`src/rtl/pc_pkg.sv`:
```
// Shared definitions for the program counter and its return stack.
// Holds the command encoding and the command-priority decoder that the control FSM also uses.
package pc_pkg;

    typedef enum logic [2:0] {
        PC_HOLD,
        PC_INC,
        PC_LOAD,
        PC_REL,
        PC_CALL,
        PC_RET
    } pc_op_e;

    // Priority is ret > call > load > inc. Lower-priority requests in the same cycle are dropped.
    function automatic pc_op_e pc_op_decode(
        input logic inc,
        input logic load,
        input logic rel,
        input logic call,
        input logic ret
    );
        if (ret)
            return PC_RET;
        else if (call)
            return PC_CALL;
        else if (load)
            return rel ? PC_REL : PC_LOAD;
        else if (inc)
            return PC_INC;
        else
            return PC_HOLD;
    endfunction

endpackage

```
`src/rtl/ret_stack_lifo.sv`:
```
// Return-address LIFO that holds DEPTH entries and tracks its own occupancy.
// The caller must gate push with !full and pop with !empty. The stack never checks this itself.
module ret_stack_lifo #(
    parameter int AW    = 8,
    parameter int DEPTH = 4
) (
    input  logic                       clk,
    input  logic                       rst,
    input  logic                       push,
    input  logic                       pop,
    input  logic [AW-1:0]              push_data,
    output logic [AW-1:0]              top,
    output logic [$clog2(DEPTH+1)-1:0] sp,
    output logic                       full,
    output logic                       empty
);
    import pc_pkg::*;

    localparam int SPW = $clog2(DEPTH + 1);
    localparam int IW  = (DEPTH > 1) ? $clog2(DEPTH) : 1;

    logic [AW-1:0]  r_mem [DEPTH];
    logic [SPW-1:0] r_sp;
    logic [IW-1:0]  w_wr_idx;
    logic [IW-1:0]  w_rd_idx;

    assign w_wr_idx = IW'(r_sp);
    assign w_rd_idx = IW'(r_sp - SPW'(1));

    // NOTE: storage has no reset. Only sp defines which entries are valid, so the array can map to plain RAM/flops without a reset tree.
    always_ff @(posedge clk) begin
        if (push)
            r_mem[w_wr_idx] <= push_data;
    end

    // NOTE: state registers use non-blocking assignment, so every reader in the same edge sees the old value.
    always_ff @(posedge clk or posedge rst) begin
        if (rst)
            r_sp <= '0;
        else if (push)
            r_sp <= r_sp + SPW'(1);
        else if (pop)
            r_sp <= r_sp - SPW'(1);
    end

    assign top   = r_mem[w_rd_idx];
    assign sp    = r_sp;
    assign full  = (r_sp == SPW'(DEPTH));
    assign empty = (r_sp == '0);

endmodule

```
`src/rtl/pc_stack_unit.sv`:
```
// Program counter with increment, absolute/relative load and a hardware call/return stack.
// It has sticky overflow and underflow flags. All state is held while en is low.
module pc_stack_unit #(
    parameter int          AW      = 8,
    parameter int          DEPTH   = 4,
    parameter logic [AW-1:0] RST_VEC = '0
) (
    input  logic                       clk,
    input  logic                       rst,
    input  logic                       en,
    input  logic                       inc,
    input  logic                       load,
    input  logic                       rel,
    input  logic                       call,
    input  logic                       ret,
    input  logic [AW-1:0]              target,
    input  logic                       err_clr,
    output logic [AW-1:0]              pc,
    output logic [$clog2(DEPTH+1)-1:0] sp,
    output logic                       full,
    output logic                       empty,
    output logic                       err_ovf,
    output logic                       err_unf
);
    import pc_pkg::*;

    logic [AW-1:0] r_pc;
    logic          r_err_ovf;
    logic          r_err_unf;

    pc_op_e        w_op;
    logic [AW-1:0] w_pc_inc;
    logic [AW-1:0] w_pc_next;
    logic [AW-1:0] w_top;
    logic          w_full;
    logic          w_empty;
    logic          w_push;
    logic          w_pop;
    logic          w_ovf_evt;
    logic          w_unf_evt;

    assign w_op     = pc_op_decode(inc, load, rel, call, ret);
    assign w_pc_inc = r_pc + AW'(1);

    assign w_push    = en && (w_op == PC_CALL) && !w_full;
    assign w_pop     = en && (w_op == PC_RET)  && !w_empty;
    assign w_ovf_evt = en && (w_op == PC_CALL) &&  w_full;
    assign w_unf_evt = en && (w_op == PC_RET)  &&  w_empty;

    ret_stack_lifo #(
        .AW    (AW),
        .DEPTH (DEPTH)
    ) u_stack (
        .clk       (clk),
        .rst       (rst),
        .push      (w_push),
        .pop       (w_pop),
        .push_data (w_pc_inc),
        .top       (w_top),
        .sp        (sp),
        .full      (w_full),
        .empty     (w_empty)
    );

    // NOTE: the default assignment first means every path assigns w_pc_next, so no latch is inferred.
    always_comb begin
        w_pc_next = r_pc;
        unique case (w_op)
            PC_INC:  w_pc_next = w_pc_inc;
            PC_LOAD: w_pc_next = target;
            // Adding at width AW already gives the sign-extended offset result modulo 2^AW.
            PC_REL:  w_pc_next = r_pc + target;
            PC_CALL: w_pc_next = target;
            PC_RET:  w_pc_next = w_empty ? r_pc : w_top;
            default: w_pc_next = r_pc;
        endcase
    end

    always_ff @(posedge clk or posedge rst) begin
        if (rst)
            r_pc <= RST_VEC;
        else if (en)
            r_pc <= w_pc_next;
    end

    // A clear and a new error in the same cycle leave the flag set.
    always_ff @(posedge clk or posedge rst) begin
        if (rst) begin
            r_err_ovf <= 1'b0;
            r_err_unf <= 1'b0;
        end else if (en) begin
            r_err_ovf <= w_ovf_evt || (r_err_ovf && !err_clr);
            r_err_unf <= w_unf_evt || (r_err_unf && !err_clr);
        end
    end

    assign pc      = r_pc;
    assign full    = w_full;
    assign empty   = w_empty;
    assign err_ovf = r_err_ovf;
    assign err_unf = r_err_unf;

endmodule
```
`config.mk`:
```
export PLATFORM = sky130hd
export DESIGN_NAME = pc_stack_unit
export DESIGN_NICKNAME = d
export VERILOG_FILES = /design/src/rtl/pc_pkg.sv /design/src/rtl/ret_stack_lifo.sv /design/src/rtl/pc_stack_unit.sv
export SDC_FILE = /design/constraint.sdc
export NUM_CORES = 1
export LEC_CHECK = 0
export BUFFER_PORTS_ARGS = -buffer_cell sky130_fd_sc_hd__buf_2
export CAP_MARGIN = 20
export CORE_UTILIZATION = 52
export CTS_CLUSTER_SIZE = 24
export DETAILED_ROUTE_END_ITERATION = 8
export PLACE_DENSITY = 0.76
export SLEW_MARGIN = 20
export SYNTH_ARGS = -nofsm -noshare
export SYNTH_HDL_FRONTEND = slang
export SYNTH_SLANG_ARGS = --single-unit
```
`constraint.sdc`:
```
create_clock -name clk -period 2.22 [get_ports clk]
set_input_delay 0.222 -clock clk [delete_from_list [all_inputs] [get_ports clk]]
set_output_delay 0.222 -clock clk [all_outputs]
set_load 0.01 [all_outputs]
```
Word-level counts from Yosys, hierarchy flattened
Memories as Yosys holds them, arrays and structs flattened.
Cells that the tools add are included.
{"block": "op_classes", "add_sub_neg": 4, "n_mul": 0, "div": 0, "magnitude_cmp": 0, "eq_ne": 7, "shifts": 0, "muxes": 11, "bitwise": 0, "reduce_logical": 18}
{"op": "case mux 8 bit (4 select lines)", "count": 1}
{"op": "2-to-1 mux 3 bit", "count": 4}
{"op": "== test 3 bit (second input constant)", "count": 3}
{"op": "adder 8 x 1 -> 8 bit (second input constant)", "count": 1}
{"op": "adder 8 bit", "count": 1}
{"op": "logical AND 1 bit", "count": 8}
{"op": "2-to-1 mux 8 bit", "count": 1}
{"op": "== test 3 x 2 -> 1 bit (second input constant)", "count": 2}
{"op": "2-to-1 mux 1 bit", "count": 4}
{"op": "nonzero test 4 bit", "count": 1}
{"op": "adder 3 x 1 -> 3 bit (second input constant)", "count": 1}
{"op": "== test 3 x 1 -> 1 bit (second input constant)", "count": 1}
{"op": "zero test 1 bit", "count": 3}
{"op": "zero test 3 bit", "count": 1}
{"op": "AND reduction 3 bit", "count": 1}
{"op": "subtractor 3 x 1 -> 3 bit (second input constant)", "count": 1}
{"op": "logical OR 1 bit", "count": 2}
{"op": "2-to-1 mux 2 bit", "count": 1}
{"op": "inequality test 2 bit (second input constant)", "count": 1}
{"op": "nonzero test 2 bit", "count": 1}
{"op": "OR reduction 2 bit", "count": 1}
{"block": "totals", "regBits": 13, "latchBits": 0, "mem_bits_rw": 32, "rom_bits": 0, "in_bits": 17, "output_inout_bits": 15, "elab_cells": 45, "memories": 1}
{"name": "u_stack.r_mem", "depth": 4, "word_bits": 8, "read_ports": 1, "rd_clocked_by_memory_dff": 0, "write_ports": 1, "line_no": "ret_stack_lifo.sv:22", "rtl": "logic [AW-1:0] r_mem [DEPTH];"}

Depth between registers and ports, before layout
Gate-level depths: netlist of the first run.
{"block": "logic_depth", "depth_word": 9, "mapped_depth": 10, "ltp_nobuf": 8}

Modules after synthesis
From an unflattened synthesis of the first run, not the netlist that was laid out.
{"block": "unflattened", "hier_cells": 199, "area_unflattened_um2": 2469.9}
{"module": "ret_stack_lifo", "instances": 1, "cells_per_inst": 71, "area_per_inst_um2": 1432.6, "seq_area_each_um2": 1036.0}
{"module": "pc_stack_unit", "instances": 1, "cells_per_inst": 128, "area_per_inst_um2": 1037.2, "seq_area_each_um2": 250.2}

Worst setup path after synthesis of the first run
No wires, ideal clock.
{"block": "synth_timing", "path_kind": "register to register", "from": "register u_stack.r_sp[0], in the netlist u_stack.sp[0]", "to": "memory u_stack.r_mem[1][0] (enable)", "setup_ns": 0.332, "arrival_ns": 1.919, "required_ns": 1.888, "path_slack_ns": -0.031, "path_stages_with_launch": 7, "path_buffers": 1, "period_less_slack_ns": 2.251, "path_cell_list": "dfrtp_1 -> buf_6 -> inv_1 -> ha_1 -> ha_1 -> nor3_1 -> and2_1"}
{"block": "synth_between", "elab_chain_len": 5}
{"item": "start: declaration", "line_no": "ret_stack_lifo.sv:23", "rtl": "logic [SPW-1:0] r_sp;"}
{"item": "start signal: assignment", "line_no": "ret_stack_lifo.sv:41", "rtl": "r_sp <= r_sp + SPW'(1);"}
{"item": "start signal: assignment", "line_no": "ret_stack_lifo.sv:43", "rtl": "r_sp <= r_sp - SPW'(1);"}
{"item": "== test 3 bit", "line_no": "ret_stack_lifo.sv:48", "rtl": "assign full = (r_sp == SPW'(DEPTH));"}
{"item": "net full", "line_no": "pc_stack_unit.sv:20", "rtl": "output logic full,"}
{"item": "zero test 1 bit", "line_no": "pc_stack_unit.sv:45", "rtl": "assign w_push = en && (w_op == PC_CALL) && !w_full;"}
{"item": "logical AND 1 bit", "line_no": "pc_stack_unit.sv:45"}
{"item": "2-to-1 mux 1 bit", "line_no": "ret_stack_lifo.sv:32", "rtl": "if (push)"}
{"item": "2-to-1 mux 1 bit (implied by the code)", "line_no": "ret_stack_lifo.sv:33", "rtl": "r_mem[w_wr_idx] <= push_data;"}
{"item": "end: declaration", "line_no": "ret_stack_lifo.sv:22"}
The timed path passes the listed nets, and every way through them passes these cells.

Worst setup path in the final report of the first run
{"block": "layout_timing", "from": "register u_stack.r_sp[1], in the netlist u_stack.sp[1]", "to": "memory u_stack.r_mem[2][6] (enable)"}
{"block": "layout_between", "elab_chain_len": 5}
{"item": "== test 3 bit", "line_no": "ret_stack_lifo.sv:48"}
{"item": "zero test 1 bit", "line_no": "pc_stack_unit.sv:45"}
{"item": "logical AND 1 bit", "line_no": "pc_stack_unit.sv:45"}
{"item": "2-to-1 mux 1 bit", "line_no": "ret_stack_lifo.sv:32"}
{"item": "2-to-1 mux 1 bit (implied by the code)", "line_no": "ret_stack_lifo.sv:33"}
Parallel ways exist; a longest one is shown, timed or not.

==> metrics.yaml, run 1 <==
final_cells: 316
wl_met1_um: 2430
setup-violations-final: 0
clockBufferDepth: 2
clk_latency_ps: 290
cts_tree: "yes"
fin_total_pwr_mw: 3.67
maxCapViolations: 0
cts_buffers: 5
hold_path.startpoint: "err_clr"
slowest_delay_ps: 420
crit_fanout: 8
vdd_drop_max_uv: 572
hold_viol: 0
crit_chain: "inv_1, ha_1, ha_1, nor3_2, and2_1"
postLayoutCoreUtil_pct: 61.7
fin_nets: 280
overflow: 0
synth_nets: 242
cp_data_arrival_time_ps: 2000
start_kind: "flip-flop"
rr_startpoint: "u_stack.sp[1]"
rsz0062_at_grt: "false"
wl_met3_um: 213
portBuffers: 31
holdPathEnd: "err_unf"
finalCriticalPeriod_ps: 2040
grt_pass1_vias: 1831
path_class: "reg -> reg"
grt_pass1_wl_um: 8770
slew_headroom_pct: 62.1
routed_wl_um: 5260
synth_edf_count: 32
fill_cells: 367
required_ps: 2180
cp_slowest_cell: "dfrtp_1"
placementRows: 25
max_freq_mhz: 490
r2r_end: "u_stack.r_mem[2][6]"
die_h_um: 72.0
holdPathStages: 3
status: "finished clean"
ys_types: 49
avgViaCountPerCell: 5.78
hold_class: "in -> reg"
avgSynthCellArea_sq_um: 12.1
wire_per_inst_um: 16.6
reg2reg_depth: 5
postSynthCellCount: 210
ioPinCount: 32
n_antenna_cell: 0
rrSetupSlack_ps: 180
start_util_pct: 54.0
fin_tns_setup_ps: 0
multi_input_area_sq_um: 1180
clock_sinks: 45
critPathCaptureType: "flip-flop"
remaining_drc_errors: 0
dieArea_sq_um: 5190
slew_violations: 0
netlist_area_sq_um: 2550
highest_layer: "met4"
async_flop_share_pct: 28.9
clk_pin_slew_worst_paths_ps: 90
dp_hpwl_um: 4000
coreArea_sq_um: 4720
grt_start_max_net_pins: 21
antenna_found_initial: 0
clock_skew_ps: 7.98
via_count: 1827
synthToLayoutAreaGrowth_pct: 14.3
fin_crit_sh_pct: 92.0
wl_met2_um: 2540
crit_top_cell: "ha_1"
p_leak_nw: 1.13
initialDrtViolationCount: 219
htreeDepth: 2
drtPass1Iterations: 4
ys_ff_latch: 45
cts_root_buf: "clkbuf_8"
ant_nets: 0
ys_seq_area_share_pct: 50.5
power_density_nw_per_um2: 1260
grtUsageTotal_pct: 22.3
gp_congestion: 0.887
drive_above_1_share_pct: 26.1
seq_area_sq_um: 1290
yosys_warnings: 0
synthFlopType: "edfxtp_1"
fp.dieW_um: 72.0
dp.cells: 307
worst_slew_pin_slew_ps: 565
[critical path: cells and delay by family, from the launching register on]
family,cells,cell delay [ps]
simple gates,2,770
fa+ha+maj,2,450
flops,1,420
buf+inv,1,80
[flip-flops by register name (all words and copies together), names as in the netlist]
signal and count:
pc 8, err_ovf 1, u_stack.r_mem 32, err_unf 1, u_stack.sp 3
[kinds of logic (layout without fill, tap and decap cells)]
| kind of cell | count (synthesis) | count (layout) | share of synthesized area, % |
|---|---|---|---|
| compound gates | 57 | 57 | 16.0 |
| xor+xnor | 12 | 12 | 4.12 |
| fa+ha+maj | 15 | 15 | 7.66 |
| buf+inv | 17 | 56 | 3.49 |
| flops | 45 | 45 | 50.5 |
| mux | 9 | 9 | 7.46 |
| simple gates | 55 | 55 | 10.8 |
[power breakdown]
| group | internal (mW) | total [mW] | switching (mW) |
|---|---|---|---|
| combinational | 0.779 | 1.73 | 0.947 |
| clock | 0.337 | 0.614 | 0.278 |
| sequential | 1.18 | 1.33 | 0.154 |
[cell usage after synthesis, drive strengths merged (2+ instances only)]
| library cell | instances | area share, % |
|---|---|---|
| a22o | 2 | 0.69 |
| o21a | 2 | 0.59 |
| nor2 | 13 | 2.2 |
| nand3 | 4 | 0.79 |
| a31oi | 3 | 0.74 |
| a21oi | 16 | 3.1 |
| nor3 | 2 | 0.59 |
| a211oi | 5 | 1.7 |
| o21ai | 8 | 1.6 |
| inv | 10 | 1.5 |
| nand2 | 23 | 3.5 |
| and2 | 3 | 0.79 |
| nand2b | 3 | 0.74 |
| xor2 | 6 | 2.1 |
| edfxtp | 32 | 38 |
| dfrtp | 13 | 13 |
| nand3b | 2 | 0.59 |
| ha | 14 | 6.9 |
| buf | 4 | 1.5 |
| a221oi | 6 | 2.1 |
| clkbuf | 3 | 0.49 |
| or3 | 2 | 0.69 |
| mux4 | 8 | 7.1 |
| o22ai | 5 | 1.2 |
| xnor2 | 6 | 2.1 |
[how the worst max path moves through the flow]
stage                                     end  cells after the start           from
after floorplan           u_stack.r_mem[2][0]                      6  u_stack.sp[0]
final                     u_stack.r_mem[2][6]                      5  u_stack.sp[1]
after CTS                 u_stack.r_mem[1][6]                      5  u_stack.sp[1]
after global placement    u_stack.r_mem[1][0]                      5  u_stack.sp[1]
after global routing      u_stack.r_mem[2][6]                      5  u_stack.sp[1]
after detailed placement  u_stack.r_mem[1][0]                      5  u_stack.sp[1]
[layout make-up]
cell class | count | area share, %
sequential | 45 | 44.2
tap | 67 | 2.88
inverter | 10 | 1.29
multi-input combinational | 148 | 40.5
clock inverter | 3 | 1.59
clock buffer | 5 | 2.36
timing repair buffer | 38 | 7.22
[per-layer routing]
| layer | track usage (%) | vias up |
|---|---|---|
| li1 | - | 878 |
| met1 | 30.0 | 879 |
| met2 | 35.4 | 61 |
| met3 | 4.44 | 9 |
| met4 | 9.80 | 0 |
| met5 | 0 | - |
[cells in the final DEF, fill, tap and decap left out, types with 3 or more instances in the layout]
cell      Yosys  routed
a211oi_1      4       4
inv_1        10      10
o22ai_1       5       5
clkbuf_8      0       5
nor2_1       12      12
nand2b_1      3       3
nand2_1      22      22
xor2_1        6       6
dfrtp_1      13      13
nand3_1       4       4
ha_1         14      14
buf_4         0       6
buf_2         1      31
a21oi_1      16      16
a31oi_1       3       3
mux4_2        8       8
xnor2_1       6       6
a221oi_1      6       6
o21ai_0       7       7
edfxtp_1     32      32
[timing repair]
item / in CTS / in global routing
setup endpoints to repair: 0 / 8
gates resized for setup: 0 / 1
hold buffers: 1 / 0
setup buffers: 0 / 0
endpoints found under the hold margin: 13 / 0
[through the flow]
step / setup WS [ps] / hold WS, ps / instance area [sq um]
2_1_floorplan: 94.4 / 99.0 / 2550
3_3_place_gp: 224 / 284 / 2790
3_5_place_dp: 91.1 / 283 / 2790
4_1_cts: 91.8 / 234 / 2910
5_1_grt: 6.79 / 264 / 2910
6_report: 177 / 248 / 2910
Note: power is estimated with default switching activity, not from simulation.
==> run 2, diff against run 1 <==
GPL_ROUTABILITY_DRIVEN = 0   (was unset)
GPL_TIMING_DRIVEN = 0   (was unset)
==> metrics.yaml, run 2 (synthesis results as in run 1) <==
fin_nets: 284
antenna_found_initial: 0
critPathCaptureType: "flip-flop"
drive_above_1_share_pct: 28.9
hold_viol: 0
final_cell_mix: "edfxtp_1, buf_2, nand2_1, a21oi_1, ha_1"
via_count: 1825
clk_pin_slew_worst_paths_ps: 90
dp_hpwl_um: 3850
cts_tree: "yes"
drtPass1Iterations: 4
avgViaCountPerCell: 5.70
top_register: "u_stack.r_mem"
dp.cells: 307
ioPinCount: 32
p_leak_nw: 1.14
clockBufferDepth: 2
overflow: 0
clk_latency_ps: 300
worst_slew_pin_slew_ps: 552
coreArea_sq_um: 4720
portBuffers: 30
fill_cells: 378
final_cells: 320
start_kind: "flip-flop"
fp.dieW_um: 72.0
start_util_pct: 54.0
slew_headroom_pct: 63.2
layout_commonest_cell: "edfxtp_1"
remaining_drc_errors: 0
ant_nets: 0
path_class: "reg -> reg"
cts_buffers: 5
slew_violations: 0
cp_data_arrival_time_ps: 2310
grt_pass1_vias: 1708
largest_reg_flops: 32
required_ps: 2410
vdd_drop_max_uv: 498
crit_fanout: 9
dieArea_sq_um: 5190
grtUsageTotal_pct: 22.1
max_freq_mhz: 471
clock_sinks: 45
post_dp_cell_area_sq_um: 2790
fin_crit_sh_pct: 95.7
n_antenna_cell: 0
grt_start_max_net_pins: 15
setup-violations-final: 0
status: "finished clean"
clock_skew_ps: 6.51
routed_wl_um: 5290
initialDrtViolationCount: 129
placementRows: 25
die_h_um: 72.0
synthToLayoutAreaGrowth_pct: 16.7
power_density_nw_per_um2: 1240
finalCriticalPeriod_ps: 2120
grt_pass1_wl_um: 8490
hold_class: "in -> reg"
htreeDepth: 2
cts_root_buf: "clkbuf_8"
maxCapViolations: 0
wire_per_inst_um: 16.5
fin_area_sq_um: 2980
==> run 2: cell count changes in the layout (fill, tap and decap cells not counted), moves of 2 or more <==
| cell | previous run | this run |
|---|---|---|
| nand2_1 | 22 | 20 |
| clkbuf_1 | 0 | 2 |
| a211oi_2 | 1 | 3 |
| buf_6 | 0 | 2 |
| nand2_2 | 1 | 3 |
| a211oi_1 | 4 | 2 |
==> run 2: layer usage <==
layer | GRT usage, % | wire [um] | vias to the layer above
met5 | 0 | 0 | -
met4 | 8.28 | 87 | 0
met3 | 3.06 | 164 | 10
met2 | 36.8 | 2610 | 54
met1 | 29.8 | 2430 | 874
li1 | - | - | 887
==> run 2: power by group <==
group	leakage (nW)	internal [mW]	switching [mW]
registers	0.446	1.18	0.193
clock network	0.0518	0.331	0.279
logic	0.646	0.784	0.938
==> run 2: worst paths after layout <==
| path | startpoint | depth (start not counted) | endpoint | slack (ps) |
|---|---|---|---|---|
| min in group asynchronous | rst | 3 | err_ovf | 510 |
| max in group asynchronous | rst | 3 | u_stack.sp[1] | 1340 |
| hold reg to reg | err_ovf | 1 | err_ovf | 530 |
| setup / recovery | u_stack.sp[0] | 9 | pc[7] | 100 |
| hold / removal | target[5] | 3 | pc[5] | 240 |
| setup reg to reg | u_stack.sp[0] | 9 | pc[7] | 100 |
==> run 2: metrics by stage <==
stage	TNS (ps)	total power, mW	setup slack (ps)	hold WS [ps]	utilization (%)
finish	0	3.70	95.5	241	63.0
floorplan	0	2.55	94.4	99.0	-
detailed placement	-4740	3.01	-192	294	59.0
global placement	-3280	2.98	-146	282	59.0
CTS	0	3.63	8.70	239	61.8
global route	-2.45	3.94	-2.45	250	63.0
==> run 2: final cells by class <==
type | count | area, sq um | share of cell area, %
sequential | 45 | 1290 | 43.2
clock inverter | 3 | 41.3 | 1.39
buffer | 7 | 57.6 | 1.93
timing repair buffer | 35 | 190 | 6.39
tap | 67 | 83.8 | 2.82
multi-input combinational | 148 | 1210 | 40.5
inverter | 10 | 41.3 | 1.39
clock buffer | 5 | 68.8 | 2.31
==> run 2: critical path, cell delays in order (launching register included) <==
cell and delay, ps:
dfrtp_1 400, buf_8 170, inv_1 100, ha_1 250, ha_1 250, nand2_2 120
o311ai_4 130, or3_1 400, a21oi_2 160, a31oi_1 50
==> run 2: timing repair <==
action | CTS | global route
gates resized for setup | 4 | 9
pin swaps | 1 | 1
gates cloned | 0 | 0
endpoints found under the hold margin | 13 | 0
hold buffers | 1 | 0
endpoints found under the setup margin | 32 | 30
buffers inserted | 0 | 4
==> run 3, diff against run 2 <==
PLACE_DENSITY = unset   (was 0.76)
PLACE_DENSITY_LB_ADDON = 0.2   (was unset)
==> metrics.yaml, run 3 (synthesis results as in run 1) <==
status: "finished, violations left"
violations: "DRC"
avgViaCountPerCell: 5.68
slew_violations: 0
clk_pin_slew_worst_paths_ps: 90
htreeDepth: 2
n_antenna_cell: 0
cts_buffers: 5
fin_nets: 282
top_register: "u_stack.r_mem"
worst_slew_pin_slew_ps: 556
ant_nets: 0
via_count: 1806
dp.cells: 307
clock_skew_ps: 10.7
synthToLayoutAreaGrowth_pct: 17.0
required_ps: 2400
routed_wl_um: 5370
path_class: "reg -> reg"
max_freq_mhz: 473
wire_per_inst_um: 16.9
grt_pass1_vias: 1717
start_util_pct: 54.0
grtUsageTotal_pct: 22.8
drtPass1Iterations: 6
p_leak_nw: 1.15
final_cells: 318
dp_hpwl_um: 3930
clock_sinks: 45
remaining_drc_errors: 2
largest_reg_flops: 32
slew_headroom_pct: 62.7
fin_total_pwr_mw: 3.82
die_h_um: 72.0
fill_cells: 365
power_density_nw_per_um2: 1280
final_cell_mix: "edfxtp_1, buf_2, nand2_1, a21oi_1, ha_1"
fin_tns_setup_ps: 0
critPathCaptureType: "flip-flop"
fp.dieW_um: 72.0
antenna_found_initial: 0
grt_pass1_wl_um: 8720
cts_root_buf: "clkbuf_8"
hold_viol: 0
clockBufferDepth: 2
grt_start_max_net_pins: 16
portBuffers: 30
setup-violations-final: 0
hold_class: "in -> reg"
ioPinCount: 32
initialDrtViolationCount: 159
overflow: 0
maxCapViolations: 0
fin_crit_sh_pct: 95.2
start_kind: "flip-flop"
placementRows: 25
finalCriticalPeriod_ps: 2110
cp_data_arrival_time_ps: 2300
dieArea_sq_um: 5190
worst_slack_ps: 106
cts_tree: "yes"
crit_fanout: 7
dpl_worst_slack_ps: -224
vdd_drop_max_uv: 745
coreArea_sq_um: 4720
drive_above_1_share_pct: 28.3
rsz0062_at_grt: "false"
layout_commonest_cell: "edfxtp_1"
clk_latency_ps: 300
## run 3: cell types whose count changed in the layout (fill, tap and decap cells not counted), sizes merged
| cell | previous run | this run |
|---|---|---|
| inv | 9 | 10 |
| clkinv | 1 | 0 |
| buf | 39 | 37 |
| bufinv | 1 | 2 |
| clkinvlp | 2 | 1 |
## run 3: worst max-delay path: stages (launching register included)
cell and delay, ps:
dfrtp_1 470, ha_1 250, fa_1 430, a211oi_2 280, nor2_1 90, xor2_1 150
a211oi_1 270, a21oi_1 60
## run 3: report_power, final
group          switching (mW)  internal, mW
clock network           0.285         0.453
logic                   0.939         0.779
registers               0.191          1.18
## run 3: area by class of cell
type	instances	area, sq um	share of cell area [%]
clock inverters	3	68.8	2.31
clock buffers	5	68.8	2.31
multi-input cells	148	1200	40.3
repair buffers	33	175	5.87
well taps	67	83.8	2.81
inverters	10	41.3	1.38
flip-flops and latches	45	1290	43.1
plain buffers	7	57.6	1.93
## run 3: stage by stage
stage | area [sq um] | utilization [%] | hold slack (ps)
floorplan | 2550 | - | 99.0
global placement | 2790 | 59.0 | 283
detailed placement | 2790 | 59.0 | 290
CTS | 2960 | 62.6 | 245
global route | 2980 | 63.2 | 262
finish | 2980 | 63.2 | 251
## run 3: per-layer routing
layer	GRT usage (%)	part of all wire (%)	vias to the layer above
li1	-	-	882
met1	32.7	48	883
met2	36.2	48	36
met3	3.75	3.2	5
met4	6.54	1.1	0
met5	0	0	-
## run 3: final timing paths
| path | endpoint | depth (start not counted) | startpoint | slack, ps |
|---|---|---|---|---|
| max in group asynchronous | u_stack.sp[0] | 3 | rst | 1340 |
| setup / recovery | pc[4] | 7 | pc[0] | 110 |
| setup reg to reg | pc[4] | 7 | pc[0] | 110 |
| hold reg to reg | err_ovf | 1 | err_ovf | 510 |
| min in group asynchronous | pc[6] | 3 | rst | 510 |
| hold / removal | err_unf | 3 | err_clr | 250 |
## run 3: timing repair
| item | CTS | global route |
|---|---|---|
| buffers inserted | 1 | 1 |
| setup endpoints to repair | 34 | 12 |
| pin swaps | 1 | 1 |
| gates resized for setup | 5 | 6 |
| hold buffers | 1 | 0 |
| endpoints found under the hold margin | 13 | 0 |
